[config.mk]
export PLATFORM = sky130hd
export DESIGN_NAME = regfile_writeback_arbiter_flat
export DESIGN_NICKNAME = d
export VERILOG_FILES = /design/src/rtl/regfile_writeback_arbiter_pkg.sv /design/src/rtl/regfile_writeback_arbiter_if.sv /design/src/rtl/regfile_writeback_arbiter_wb_pending_fifo.sv /design/src/rtl/regfile_writeback_arbiter.sv /design/src/flat_wrapper.sv
export SDC_FILE = /design/constraint.sdc
export NUM_CORES = 1
export LEC_CHECK = 0
export BUFFER_PORTS_ARGS = -buffer_cell sky130_fd_sc_hd__buf_2
export CAP_MARGIN = 5
export CORE_MARGIN = 3
export CORE_UTILIZATION = 30
export CTS_BUF_LIST = sky130_fd_sc_hd__clkbuf_8 sky130_fd_sc_hd__clkbuf_16
export CTS_CLUSTER_DIAMETER = 80
export DETAILED_ROUTE_END_ITERATION = 10
export SKIP_CTS_REPAIR_TIMING = 1
export SLEW_MARGIN = 0
export SYNTH_ARGS = -nofsm -noshare
export SYNTH_HDL_FRONTEND = slang
export SYNTH_SLANG_ARGS = --single-unit
[constraint.sdc]
create_clock -name clock -period 3.8 [get_ports clock]
set_input_delay 0.76 -clock clock [delete_from_list [all_inputs] [get_ports clock]]
set_output_delay 0.76 -clock clock [all_outputs]
set_load 0.01 [all_outputs]
[src/rtl/regfile_writeback_arbiter_pkg.sv]
// Shared types and helpers for the register-file writeback arbiter.
// Latency: n/a (declarations only).
// Backpressure: n/a.
package regfile_wb_pkg;

  // Destination forced for link (jal) writes unless the top overrides it.
  localparam int LINK_REG_DEF = 31;

  // Register address width for a given register count (never below 1 bit).
  function automatic int reg_aw(input int nregs);
    return (nregs > 1) ? $clog2(nregs) : 1;
  endfunction

  // Which source owns the write port in a given cycle.
  typedef enum logic [1:0] {
    WB_NONE,
    WB_MW,
    WB_MD_Q,
    WB_MD_BYP
  } wb_src_e;

endpackage

[src/rtl/regfile_writeback_arbiter_if.sv]
// Bundle of all writeback, mult/div, scoreboard-lookup and register-file write signals.
// Latency: n/a (wires only).
// Backpressure: md_ready throttles md_valid; the MW side has no backpressure.
// Modports: master = pipeline side (drives MW/MD/FD inputs), slave = arbiter.
interface regfile_writeback_arbiter_if
  import regfile_wb_pkg::*;
#(
  parameter int DATA_W = 32,
  parameter int NREGS  = 32
);
  localparam int REG_AW = reg_aw(NREGS);

  logic              mw_we;
  logic              mw_link;
  logic [REG_AW-1:0] mw_rd;
  logic [DATA_W-1:0] mw_data;

  logic              md_issue;
  logic [REG_AW-1:0] md_issue_rd;
  logic              md_valid;
  logic [REG_AW-1:0] md_rd;
  logic [DATA_W-1:0] md_data;
  logic              md_ready;

  logic [REG_AW-1:0] fd_rs_a;
  logic [REG_AW-1:0] fd_rs_b;
  logic [REG_AW-1:0] fd_rd;
  logic              busy_a;
  logic              busy_b;
  logic              busy_d;

  logic              rf_we;
  logic [REG_AW-1:0] rf_waddr;
  logic [DATA_W-1:0] rf_wdata;
  logic              proto_err;

  modport master (
    output mw_we, mw_link, mw_rd, mw_data,
    output md_issue, md_issue_rd, md_valid, md_rd, md_data,
    output fd_rs_a, fd_rs_b, fd_rd,
    input  md_ready, busy_a, busy_b, busy_d,
    input  rf_we, rf_waddr, rf_wdata, proto_err
  );

  modport slave (
    input  mw_we, mw_link, mw_rd, mw_data,
    input  md_issue, md_issue_rd, md_valid, md_rd, md_data,
    input  fd_rs_a, fd_rs_b, fd_rd,
    output md_ready, busy_a, busy_b, busy_d,
    output rf_we, rf_waddr, rf_wdata, proto_err
  );

endinterface

[src/rtl/regfile_writeback_arbiter_wb_pending_fifo.sv]
// Small FIFO holding mult/div results that lost write-port arbitration.
// Latency: head is combinational from the read pointer; a push is visible at head the next cycle.
// Backpressure: full/empty flags; push is ignored when full unless a pop frees the slot.
// Ports: clock, reset_n, push/din, pop, full, empty, head.
module wb_pending_fifo #(
  parameter int W     = 37,
  parameter int DEPTH = 4
) (
  input  logic         clock,
  input  logic         reset_n,
  input  logic         push,
  input  logic [W-1:0] din,
  input  logic         pop,
  output logic         full,
  output logic         empty,
  output logic [W-1:0] head
);
  localparam int AW = $clog2(DEPTH);

  // Pointers carry one extra wrap bit so full and empty are distinguishable.
  logic [AW:0]  wptr;
  logic [AW:0]  rptr;
  logic [W-1:0] mem [DEPTH];
  logic         do_pop;
  logic         do_push;

  assign empty   = (wptr == rptr);
  assign full    = (wptr[AW] != rptr[AW]) && (wptr[AW-1:0] == rptr[AW-1:0]);
  assign do_pop  = pop && !empty;
  assign do_push = push && (!full || do_pop);
  assign head    = mem[rptr[AW-1:0]];

  always_ff @(posedge clock or negedge reset_n) begin
    if (!reset_n) begin
      wptr <= '0;
      rptr <= '0;
    end else begin
      if (do_push) wptr <= wptr + 1'b1;
      if (do_pop)  rptr <= rptr + 1'b1;
    end
  end

  // Storage needs no reset: pointers alone define which entries are live.
  always_ff @(posedge clock) begin
    if (do_push) mem[wptr[AW-1:0]] <= din;
  end

endmodule

[src/rtl/regfile_writeback_arbiter.sv]
// Register-file write-port owner: merges MW writebacks with mult/div results and tracks busy registers.
// Latency: 1 cycle from winning source to rf_*; busy_* and md_ready are combinational.
// Backpressure: MW never stalls; mult/div results queue in a FIFO, md_ready = FIFO not full.
// Ports: clock, reset_n (async active-low), bus (slave modport of regfile_writeback_arbiter_if).
module regfile_writeback_arbiter
  import regfile_wb_pkg::*;
#(
  parameter int DATA_W   = 32,
  parameter int NREGS    = 32,
  parameter int QDEPTH   = 4,
  parameter int LINK_REG = LINK_REG_DEF
) (
  input logic                        clock,
  input logic                        reset_n,
  regfile_writeback_arbiter_if.slave bus
);
  localparam int REG_AW = reg_aw(NREGS);
  localparam logic [REG_AW-1:0] LINK_ADDR = REG_AW'(LINK_REG);

  typedef struct packed {
    logic [REG_AW-1:0] rd;
    logic [DATA_W-1:0] data;
  } md_ent_t;

  md_ent_t           q_din;
  md_ent_t           q_head;
  logic              q_full;
  logic              q_empty;
  logic              q_push;
  logic              q_pop;
  logic              md_xfer;

  wb_src_e           src;
  logic [REG_AW-1:0] wr_addr;
  logic [DATA_W-1:0] wr_data;
  logic              wr_we;

  logic              rf_we_q;
  logic              rf_md_q;
  logic [REG_AW-1:0] rf_waddr_q;
  logic [DATA_W-1:0] rf_wdata_q;
  logic              proto_err_q;

  logic [NREGS-1:0]  sb;
  logic [NREGS-1:0]  sb_next;

  // md_ready reflects fullness at the start of the cycle; a pop this cycle does not reopen it.
  assign md_xfer      = bus.md_valid && !q_full;
  assign bus.md_ready = !q_full;

  // Priority: MW, then queued results (oldest first), then a direct bypass of the incoming result.
  always_comb begin
    src     = WB_NONE;
    wr_addr = '0;
    wr_data = '0;
    q_pop   = 1'b0;
    if (bus.mw_we) begin
      src     = WB_MW;
      wr_addr = bus.mw_link ? LINK_ADDR : bus.mw_rd;
      wr_data = bus.mw_data;
    end else if (!q_empty) begin
      src     = WB_MD_Q;
      wr_addr = q_head.rd;
      wr_data = q_head.data;
      q_pop   = 1'b1;
    end else if (md_xfer) begin
      src     = WB_MD_BYP;
      wr_addr = bus.md_rd;
      wr_data = bus.md_data;
    end
  end

  // Writes to r0 are swallowed here, after the source (and its FIFO slot) has been consumed.
  assign wr_we      = (src != WB_NONE) && (wr_addr != '0);
  assign q_push     = md_xfer && (src != WB_MD_BYP);
  assign q_din.rd   = bus.md_rd;
  assign q_din.data = bus.md_data;

  wb_pending_fifo #(
    .W     (DATA_W + REG_AW),
    .DEPTH (QDEPTH)
  ) u_fifo (
    .clock   (clock),
    .reset_n (reset_n),
    .push    (q_push),
    .din     (q_din),
    .pop     (q_pop),
    .full    (q_full),
    .empty   (q_empty),
    .head    (q_head)
  );

  always_ff @(posedge clock or negedge reset_n) begin
    if (!reset_n) begin
      rf_we_q     <= 1'b0;
      rf_md_q     <= 1'b0;
      rf_waddr_q  <= '0;
      rf_wdata_q  <= '0;
      proto_err_q <= 1'b0;
    end else begin
      rf_we_q <= wr_we;
      rf_md_q <= wr_we && ((src == WB_MD_Q) || (src == WB_MD_BYP));
      if (src != WB_NONE) begin
        rf_waddr_q <= wr_addr;
        rf_wdata_q <= wr_data;
      end
      if (bus.md_valid && q_full) proto_err_q <= 1'b1;
    end
  end

  // Clear follows the registered write; a same-cycle issue to that register re-arms it.
  always_comb begin
    sb_next = sb;
    if (rf_md_q)      sb_next[rf_waddr_q]      = 1'b0;
    if (bus.md_issue) sb_next[bus.md_issue_rd] = 1'b1;
    sb_next[0] = 1'b0;
  end

  always_ff @(posedge clock or negedge reset_n) begin
    if (!reset_n) sb <= '0;
    else          sb <= sb_next;
  end

  assign bus.busy_a    = sb[bus.fd_rs_a];
  assign bus.busy_b    = sb[bus.fd_rs_b];
  assign bus.busy_d    = sb[bus.fd_rd];
  assign bus.rf_we     = rf_we_q;
  assign bus.rf_waddr  = rf_waddr_q;
  assign bus.rf_wdata  = rf_wdata_q;
  assign bus.proto_err = proto_err_q;

endmodule

[src/flat_wrapper.sv]
// flat-port wrapper written by rule: the top's interface ports become plain ports
module regfile_writeback_arbiter_flat import regfile_wb_pkg::*;
#(
  parameter int DATA_W   = 32,
  parameter int NREGS    = 32,
  parameter int QDEPTH   = 4,
  parameter int LINK_REG = LINK_REG_DEF
)
  (clock, reset_n, bus_mw_we, bus_mw_link, bus_mw_rd, bus_mw_data, bus_md_issue, bus_md_issue_rd, bus_md_valid, bus_md_rd, bus_md_data, bus_fd_rs_a, bus_fd_rs_b, bus_fd_rd, bus_md_ready, bus_busy_a, bus_busy_b, bus_busy_d, bus_rf_we, bus_rf_waddr, bus_rf_wdata, bus_proto_err);
  regfile_writeback_arbiter_if #(.DATA_W(DATA_W), .NREGS(NREGS)) bus_i ();
  input logic clock;
  input logic reset_n;
  input wire logic [$bits(bus_i.mw_we)-1:0] bus_mw_we;
  input wire logic [$bits(bus_i.mw_link)-1:0] bus_mw_link;
  input wire logic [$bits(bus_i.mw_rd)-1:0] bus_mw_rd;
  input wire logic [$bits(bus_i.mw_data)-1:0] bus_mw_data;
  input wire logic [$bits(bus_i.md_issue)-1:0] bus_md_issue;
  input wire logic [$bits(bus_i.md_issue_rd)-1:0] bus_md_issue_rd;
  input wire logic [$bits(bus_i.md_valid)-1:0] bus_md_valid;
  input wire logic [$bits(bus_i.md_rd)-1:0] bus_md_rd;
  input wire logic [$bits(bus_i.md_data)-1:0] bus_md_data;
  input wire logic [$bits(bus_i.fd_rs_a)-1:0] bus_fd_rs_a;
  input wire logic [$bits(bus_i.fd_rs_b)-1:0] bus_fd_rs_b;
  input wire logic [$bits(bus_i.fd_rd)-1:0] bus_fd_rd;
  output wire logic [$bits(bus_i.md_ready)-1:0] bus_md_ready;
  output wire logic [$bits(bus_i.busy_a)-1:0] bus_busy_a;
  output wire logic [$bits(bus_i.busy_b)-1:0] bus_busy_b;
  output wire logic [$bits(bus_i.busy_d)-1:0] bus_busy_d;
  output wire logic [$bits(bus_i.rf_we)-1:0] bus_rf_we;
  output wire logic [$bits(bus_i.rf_waddr)-1:0] bus_rf_waddr;
  output wire logic [$bits(bus_i.rf_wdata)-1:0] bus_rf_wdata;
  output wire logic [$bits(bus_i.proto_err)-1:0] bus_proto_err;
  assign bus_i.mw_we = bus_mw_we;
  assign bus_i.mw_link = bus_mw_link;
  assign bus_i.mw_rd = bus_mw_rd;
  assign bus_i.mw_data = bus_mw_data;
  assign bus_i.md_issue = bus_md_issue;
  assign bus_i.md_issue_rd = bus_md_issue_rd;
  assign bus_i.md_valid = bus_md_valid;
  assign bus_i.md_rd = bus_md_rd;
  assign bus_i.md_data = bus_md_data;
  assign bus_i.fd_rs_a = bus_fd_rs_a;
  assign bus_i.fd_rs_b = bus_fd_rs_b;
  assign bus_i.fd_rd = bus_fd_rd;
  assign bus_md_ready = bus_i.md_ready;
  assign bus_busy_a = bus_i.busy_a;
  assign bus_busy_b = bus_i.busy_b;
  assign bus_busy_d = bus_i.busy_d;
  assign bus_rf_we = bus_i.rf_we;
  assign bus_rf_waddr = bus_i.rf_waddr;
  assign bus_rf_wdata = bus_i.rf_wdata;
  assign bus_proto_err = bus_i.proto_err;
  regfile_writeback_arbiter #(.DATA_W(DATA_W), .NREGS(NREGS), .QDEPTH(QDEPTH), .LINK_REG(LINK_REG)) u_core (.clock(clock), .reset_n(reset_n), .bus(bus_i));
endmodule
==> results of run 1 <==
## how the worst min path moves through the flow
stage,slack [ps],cells past startpoint,from,end
6_report,320,1,reset_n,u_core.sb[2]
5_1_grt,390,1,reset_n,u_core.sb[2]
4_1_cts,360,1,reset_n,u_core.bus.rf_wdata[4]
3_3_place_gp,460,1,u_core.bus.proto_err,u_core.bus.proto_err
3_5_place_dp,460,1,u_core.bus.proto_err,u_core.bus.proto_err
2_1_floorplan,460,0,reset_n,u_core.bus.proto_err
## power groups by stage
stage / Clock (mW) / Combinational [mW] / Sequential, mW
floorplan: 0 / 2.38 / 3.88
global placement: 0 / 3.26 / 4.01
detailed placement: 0 / 3.31 / 4.02
CTS: 2.55 / 3.32 / 3.98
global route: 2.64 / 3.59 / 4.07
finish: 2.49 / 3.25 / 3.99
## critical path, cell delays in order
cell and delay (ps):
buf_2 240, mux4_2 540, mux4_2 490, mux2_2 280, buf_2 140
## kinds of logic after synthesis
| kind of cell | after synthesis | synth area share [%] |
|---|---|---|
| flip-flops | 225 | 62.8 |
| AND/OR/NAND/NOR | 157 | 7.24 |
| AO/OA/AOI/OAI | 148 | 9.51 |
| buffers and inverters | 76 | 3.83 |
| multiplexers | 71 | 15.0 |
| XOR/XNOR | 9 | 1.04 |
| adder cells (fa/ha/maj) | 5 | 0.617 |
## synthesized netlist by cell type, drive strengths merged
cell type,instances
nand3b,10
a41o,1
o32a,4
inv,34
nand2,50
mux4,64
o31a,4
nand4b,1
nor3,2
edfxtp,148
xnor2,4
or3b,5
and2,4
a311o,32
nand2b,1
nand3,6
or3,4
clkbuf,21
nor2,70
mux2,7
a21o,4
a311oi,1
o21ai,67
o211a,2
buf,21
a21oi,33
nor4,4
ha,5
xor2,5
dfrtp,77
## sequential cells by signal, summed over array words and instances (netlist names)
name	flops
u_core.rf_md_q	1
u_core.bus.rf_waddr	5
u_core.u_fifo.wptr	3
u_core.bus.proto_err	1
u_core.bus.rf_we	1
u_core.u_fifo.mem	148
u_core.bus.rf_wdata	32
u_core.u_fifo.rptr	3
u_core.sb	31
## per-stage QoR
step	utilization, %	std cells	hold WS (ps)
after floorplan	-	691	461
after global placement	34.3	1247	460
after detailed placement	34.3	1247	455
after CTS	36.9	1293	363
after global routing	36.9	1293	393
final	37.0	1294	321
## cell type report
class | instances | area [µm²] | area share, %
Inverter | 34 | 128 | 1.05
Clock buffer | 29 | 681 | 5.59
Timing Repair Buffer | 156 | 856 | 7.03
Antenna cell | 1 | 2.50 | 0.0206
Sequential cell | 225 | 6370 | 52.3
Tap cell | 442 | 553 | 4.54
Multi-Input combinational cell | 390 | 3400 | 27.9
Clock inverter | 17 | 185 | 1.52
## per-layer routing
layer	vias to the layer above	track usage, %	wire length, µm
met5	-	0	76
met3	54	3.80	1700
met4	12	3.75	656
met1	3333	17.5	10700
li1	2943	-	-
met2	202	22.9	12000
==> impl_metrics.json, run 1 <==
{
  "cts_sinks": 225,
  "drc": 0,
  "clk_latency_ps": 530,
  "core_area_um2": 32900,
  "place_congestion": 0.896,
  "powerDensity_nw_per_um2": 800,
  "io_pins": 143,
  "skew_ps": 10.9,
  "routedWlPerCell_um": 19.4,
  "internal_power_mw": 6.44,
  "antenna_found_initial": 6,
  "num-nets-final": 937,
  "r2r_cells": 5,
  "dieArea_um2": 36100,
  "comb_power_share_pct": 33.4,
  "first_global_vias": 6768,
  "initial_core_util_pct": 30.8,
  "drv_slew": 0,
  "cts_tree": "built",
  "hold_class": "input port to asynchronous set/reset pin",
  "min_period_over_period_pct": 84.4,
  "p_total_mw": 9.74,
  "overflow": 0,
  "avgViaCountPerCell": 5.06,
  "root_buffer": "clkbuf_16",
  "start_kind": "input port",
  "fin_crit_ps": 3210,
  "cts.path.max_buffers": 3,
  "rows": 66,
  "worstReg2RegStart": "u_core.u_fifo.rptr[2]",
  "drive_above_1_share_pct": 34.3,
  "required_ps": 3040,
  "setup_ws_ps": 592,
  "worstMarginPinSlew_ps": 931,
  "critPathArrivalTime_ps": 2450,
  "clk_pin_slew_ps": 60,
  "most-common-layout-cells": "edfxtp_1, buf_2, dfrtp_1",
  "drt_wl_total_um": 25100,
  "crit_path_start": "bus_fd_rs_a[0]",
  "yosysSeqAreaShare_pct": 62.8,
  "num-fill-cells": 3149,
  "syn_nets": 796,
  "synth_cells": 691,
  "setup-violations-final": 0,
  "relSlewSlack_pct": 37.7,
  "fmax_mhz": 312,
  "ys_warn_count": 0,
  "die_height_um": 190,
  "netlist_area_um2": 10100,
  "ys_ff_latch": 225,
  "synth_area_leaders": "edfxtp_1, dfrtp_1, mux4_2",
  "h-tree-depth": 1,
  "yosys.area.top_type": "edfxtp_1",
  "rsz0062_at_grt": "no",
  "vias": 6544,
  "clkPwrFrac_pct": 25.6,
  "numCtsBuffers": 25,
  "rr_endpoint": "u_core.u_fifo.mem[1][15]",
  "place_ws_ps": 585,
  "p_switching_mw": 3.30,
  "grt_max_degree": 73,
  "track_usage_pct": 13.7,
  "cap_violations": 0,
  "first_pass_iters": 5,
  "switching_share_pct": 33.9,
  "numPortBuffers": 142,
  "end_kind": "output pin",
  "area_growth_pct": 20.0,
  "run_status": "finished clean",
  "finalHoldViolations": 0,
  "grt_pass1_wl_um": 39000,
  "reg2reg_slack_ps": 980,
  "finish.instance_area_um2": 12200,
  "leakagePower_nw": 4.55,
  "place_area_um2": 11300,
  "ant_nets": 0,
  "die_x_um": 190,
  "ys_types": 37,
  "path_max_fanout": 9,
  "final_common_cell": "edfxtp_1",
  "dp_hpwl_um": 16400,
  "yosysTopAreaCellShare_pct": 43.8,
  "avgSynthCellArea_um2": 14.7,
  "setup_tns_ps": 0,
  "path_class": "input port to output pin",
  "ir_worst_vdd_mv": 0.437,
  "drtIter0Drc": 609,
  "p_seq_share_pct": 41.0,
  "crit_path_end": "bus_busy_a"
}
(Power assumes the default switching activity.)
==> run 2: changes to the inputs <==
==> constraint.sdc (replaced) <==
create_clock -name clock -period 3.2 [get_ports clock]
set_input_delay 0.64 -clock clock [delete_from_list [all_inputs] [get_ports clock]]
set_output_delay 0.64 -clock clock [all_outputs]
set_load 0.01 [all_outputs]
==> run 2 against run 1 <==
Register-to-register slack worse by 450 ps. Critical path type unchanged. Largest power group unchanged. Flip-flop and latch count stayed put. Via count hardly changed. Clock-buffer cell count is 5 lower. Largest cell class unchanged. Wire length is 0.37% higher. Clock skew is 11 ps higher. Sequential power is 18% higher. Sequential share of layout area is 0.27 points higher. Critical path depth stayed put. Combinational power is 21% higher. Clock power is 14% higher. Utilization is 0.19 points lower.
==> impl_metrics.json, run 2 (synthesis results as in run 1) <==
{
  "initial_core_util_pct": 30.8,
  "critPathMaxStageDelay_ps": 530,
  "routedWlPerCell_um": 19.5,
  "r2r_cells": 4,
  "setup_tns_ps": 0,
  "dieArea_um2": 36100,
  "grt_pass1_wl_um": 39400,
  "setup-violations-final": 0,
  "setup_ws_ps": 222,
  "drv_slew": 0,
  "finalHoldViolations": 0,
  "end_kind": "output pin",
  "critPathArrivalTime_ps": 2340,
  "core_area_um2": 32900,
  "required_ps": 2560,
  "run_status": "finished clean",
  "place_ws_ps": 201,
  "relSlewSlack_pct": 27.8,
  "overflow": 0,
  "drtIter0Drc": 414,
  "dp_hpwl_um": 16000,
  "powerDensity_nw_per_um2": 945,
  "vias": 6541,
  "place_congestion": 0.864,
  "worstMarginPinSlew_ps": 1080,
  "drt_wl_total_um": 25200,
  "worstReg2RegStart": "u_core.u_fifo.wptr[0]",
  "cts_tree": "built",
  "antenna_found_initial": 5,
  "root_buffer": "clkbuf_16",
  "rsz0062_at_grt": "no",
  "cts.path.max_buffers": 3,
  "skew_ps": 22.0,
  "cap_violations": 0,
  "die_height_um": 190,
  "placed_cells": 1245,
  "diodes": 0,
  "die_x_um": 190,
  "first_pass_iters": 5,
  "hold_class": "input port to asynchronous set/reset pin",
  "ir_worst_vdd_mv": 0.439,
  "crit_slowest_cell": "mux4_2",
  "num-nets-final": 934,
  "min_period_over_period_pct": 93.1,
  "avgViaCountPerCell": 5.07,
  "most-common-layout-cells": "edfxtp_1, buf_2, dfrtp_1",
  "stdcell_count": 1289,
  "cts_sinks": 225,
  "clk_latency_ps": 520,
  "drive_above_1_share_pct": 34.0,
  "path_class": "input port to output pin",
  "rows": 66,
  "track_usage_pct": 13.8,
  "fmax_mhz": 336,
  "path_max_fanout": 9,
  "area_growth_pct": 19.4,
  "numPortBuffers": 142,
  "start_kind": "input port",
  "clk_pin_slew_ps": 60,
  "largest_reg_flops": 148,
  "final_common_cell": "edfxtp_1",
  "drc": 0,
  "numCtsBuffers": 24,
  "reg2reg_slack_ps": 530,
  "grt_max_degree": 77,
  "leakagePower_nw": 4.52,
  "first_global_vias": 6745,
  "io_pins": 143,
  "path_cells": "buf_2 -> mux4_2 -> mux4_2 -> mux2_2 -> buf_2",
  "crit_path_start": "bus_fd_rs_a[0]",
  "ant_nets": 0,
  "rr_endpoint": "u_core.u_fifo.mem[1][8]",
  "h-tree-depth": 1,
  "fin_crit_ps": 2980
}
run 2: layout make-up:
class	count	area, µm²
fill	3157	20800
sequential	225	6370
multi-input combinational	390	3400
timing repair buffer	154	841
clock buffer	24	601
tap	442	553
clock inverter	20	220
inverter	34	128
run 2: how the worst max path moves through the flow:
stage | slack (ps) | endpoint | depth (start not counted)
2_1_floorplan | 430 | bus_busy_a | 6
3_3_place_gp | 230 | bus_busy_a | 5
3_5_place_dp | 200 | bus_busy_a | 5
4_1_cts | 200 | bus_busy_a | 5
5_1_grt | 150 | bus_busy_d | 5
6_report | 220 | bus_busy_a | 5
run 2: report_power, final:
part / leakage, nW / total (mW) / internal, mW / switching [mW]
Combinational: 1.88 / 3.92 / 1.80 / 2.12
Sequential: 2.22 / 4.70 / 4.09 / 0.614
Clock: 0.420 / 2.83 / 1.70 / 1.13
run 2: worst max-delay path: cells and delay by family:
| family | cells | cell delay (ps) |
|---|---|---|
| buffers and inverters | 2 | 390 |
| muxes | 3 | 1310 |
run 2: through the flow:
stage	instance area, µm²	utilization, %	hold WS (ps)	total power [mW]
after floorplan	10100	-	344	7.42
after global placement	11300	34.3	479	8.67
after detailed placement	11300	34.3	487	8.73
after CTS	12100	36.8	81.7	11.6
after global routing	12100	36.8	98.1	12.2
final	12100	36.8	84.2	11.4
run 2: metal layers:
metal / wire [µm] / up-vias / GRT usage, %
li1: - / 2922 / -
met1: 10500 / 3338 / 18.2
met2: 12500 / 232 / 23.5
met3: 1730 / 39 / 3.13
met4: 384 / 10 / 2.62
met5: 62 / - / 0
==> run 3: changes to the inputs <==
--- a/config.mk
+++ b/config.mk
@@ -16,4 +16,5 @@
 export SLEW_MARGIN = 0
 export SYNTH_ARGS = -nofsm -noshare
 export SYNTH_HDL_FRONTEND = slang
+export SYNTH_HIERARCHICAL = 1
 export SYNTH_SLANG_ARGS = --single-unit
==> run 3 against run 2 <==
Final area decreased by 1.9%. Die area decreased by 2.9%. Combinational power decreased by 7.9%. First-iteration DRC count increased by 23%. Wire length decreased by 0.38%. Total power decreased by 2.8%. Cell count decreased by 2.5%. Utilization increased by 0.41 points. Critical path depth increased by 5. Clock power about the same. Sequential share of layout area increased by 1.0 points. Critical path type is now flop to flop. Largest power group unchanged.
==> impl_metrics.json, run 3 <==
{
  "place_ws_ps": 249,
  "synthMostInstantiatedCell": "edfxtp_1",
  "stdcell_count": 1257,
  "setup_tns_ps": 0,
  "antenna_found_initial": 2,
  "required_ps": 3440,
  "worstMarginPinSlew_ps": 1060,
  "core_area_um2": 32000,
  "end_kind": "flop",
  "final_common_cell": "edfxtp_1",
  "skew_ps": 21.0,
  "rsz0062_at_grt": "no",
  "routedWlPerCell_um": 19.9,
  "ant_nets": 0,
  "cts_tree": "built",
  "leakagePower_nw": 4.39,
  "synth_flop_cell": "edfxtp_1",
  "grt_util_met2_pct": 22.4,
  "synth_common_cells": "edfxtp_1, dfrtp_1, o21ai_0, mux4_2, nor2_1",
  "cts_sinks": 225,
  "holdWs_ps": 208,
  "numPortBuffers": 142,
  "worstReg2RegStart": "u_core/u_fifo/wptr[1]",
  "overflow": 0,
  "vias": 6597,
  "placed_cells": 1211,
  "netlist_area_um2": 9850,
  "area_growth_pct": 20.7,
  "relSlewSlack_pct": 29.0,
  "io_pins": 143,
  "most-common-layout-cells": "edfxtp_1, buf_2, dfrtp_1",
  "clk_pin_slew_ps": 60,
  "initial_core_util_pct": 30.8,
  "syn_nets": 765,
  "fmax_mhz": 340,
  "ys_types": 48,
  "grt.met1_usage_pct": 19.2,
  "rows": 65,
  "grt_busiest_layer": "met2",
  "synth_edf_count": 148,
  "root_buffer": "clkbuf_16",
  "drc": 0,
  "ys_warn_count": 6,
  "dieArea_um2": 35000,
  "num-fill-cells": 3033,
  "synth-async-reset-ratio_pct": 34.2,
  "rr_endpoint": "u_core/u_fifo/mem[3][29]",
  "ys_ff_latch": 225,
  "grt_max_degree": 65,
  "cts.path.max_buffers": 3,
  "avgSynthCellArea_um2": 14.9,
  "min_period_over_period_pct": 91.8,
  "numCtsBuffers": 24,
  "clk_latency_ps": 510,
  "h-tree-depth": 1,
  "yosysTopAreaCellShare_pct": 45.1,
  "drtIter0Drc": 508,
  "yosys.area.top_type": "edfxtp_1",
  "yosysSeqAreaShare_pct": 64.7,
  "first_pass_iters": 6,
  "path_max_fanout": 32,
  "ir_worst_vdd_mv": 0.497,
  "r2r_cells": 10,
  "start_kind": "flop",
  "die_height_um": 187,
  "critPathArrivalTime_ps": 3180,
  "grt_pass1_wl_um": 38300,
  "cap_violations": 0,
  "fin_crit_ps": 2940,
  "first_global_vias": 6538,
  "largest_reg_flops": 148,
  "reg2reg_slack_ps": 260,
  "run_status": "finished clean",
  "setup_ws_ps": 261,
  "finalHoldViolations": 0,
  "use_met3_pct": 3.15,
  "synth_area_leaders": "edfxtp_1, dfrtp_1, mux4_2",
  "die_x_um": 187,
  "drive_above_1_share_pct": 31.3,
  "synth_cells": 660,
  "dp_hpwl_um": 16600,
  "setup-violations-final": 0,
  "track_usage_pct": 13.8,
  "drv_slew": 0,
  "num-nets-final": 907,
  "powerDensity_nw_per_um2": 936,
  "path_class": "flop to flop",
  "avgViaCountPerCell": 5.25,
  "place_congestion": 0.872,
  "drt_wl_total_um": 25100,
  "hold_class": "input port to asynchronous set/reset pin"
}
## run 3: changes by cell type after synthesis, sizes merged, moves of 24 or more
cell / delta
a222oi: +31
a311o: -32
inv: -27
mux2i: +27
nand2: -36
nor2: -24
## run 3: worst max-delay path: stages (launching register included)
cell	delay [ps]
dfrtp_1	440
xor2_1	190
buf_4	180
nor3_2	330
nor2b_1	280
nor2_1	110
buf_4	160
and2_1	150
o41ai_1	110
clkinv_1	420
buf_12	300
## run 3: final cells by class
| class | instances | area [µm²] | area share [%] |
|---|---|---|---|
| multi-input cells | 387 | 3260 | 27.5 |
| well taps | 435 | 544 | 4.58 |
| flip-flops and latches | 225 | 6370 | 53.6 |
| inverters | 7 | 26.3 | 0.221 |
| clock buffers | 28 | 667 | 5.61 |
| diodes | 2 | 5.00 | 0.0421 |
| repair buffers | 157 | 838 | 7.05 |
| clock inverters | 16 | 165 | 1.39 |
## run 3: report_power, final
part	leakage [nW]	switching [mW]	internal (mW)	total (mW)
Sequential	2.22	0.548	4.13	4.67
Combinational	1.75	2.03	1.58	3.61
Clock	0.417	1.11	1.73	2.84
## run 3: stage by stage
| stage | utilization [%] | power [mW] | area [µm²] |
|---|---|---|---|
| final | 37.2 | 11.1 | 11900 |
| after global routing | 37.2 | 11.8 | 11900 |
| after CTS | 37.2 | 11.3 | 11900 |
| after detailed placement | 34.6 | 8.37 | 11000 |
| after global placement | 34.6 | 8.30 | 11000 |
| after floorplan | - | 7.00 | 9850 |
## run 3: cell families (layout without fill, tap and decap cells)
family / Yosys count / count (layout) / synth area share, %
XOR/XNOR: 5 / 5 / 0.445
AND/OR/NAND/NOR: 130 / 130 / 6.82
other: 0 / 2 / 0
flip-flops: 225 / 225 / 64.7
multiplexers: 75 / 75 / 13.5
buffers and inverters: 48 / 208 / 2.36
adder cells (fa/ha/maj): 5 / 5 / 0.635
AO/OA/AOI/OAI: 172 / 172 / 11.5
## run 3: layer usage
layer	vias up	wire, µm
met5	-	13
met4	2	233
met3	23	2230
met2	287	11800
met1	3337	10800
li1	2948	-
## run 3: worst max-delay path by stage
stage                          endpoint             startpoint  slack, ps
2_1_floorplan   u_core/u_fifo/mem[3][0]  u_core/u_fifo/rptr[0]        110
3_3_place_gp    u_core/u_fifo/mem[3][0]  u_core/u_fifo/wptr[1]        310
3_5_place_dp    u_core/u_fifo/mem[3][6]  u_core/u_fifo/wptr[1]        250
4_1_cts        u_core/u_fifo/mem[3][31]  u_core/u_fifo/wptr[1]        230
5_1_grt         u_core/u_fifo/mem[3][4]  u_core/u_fifo/wptr[1]          7
6_report       u_core/u_fifo/mem[3][29]  u_core/u_fifo/wptr[1]        260
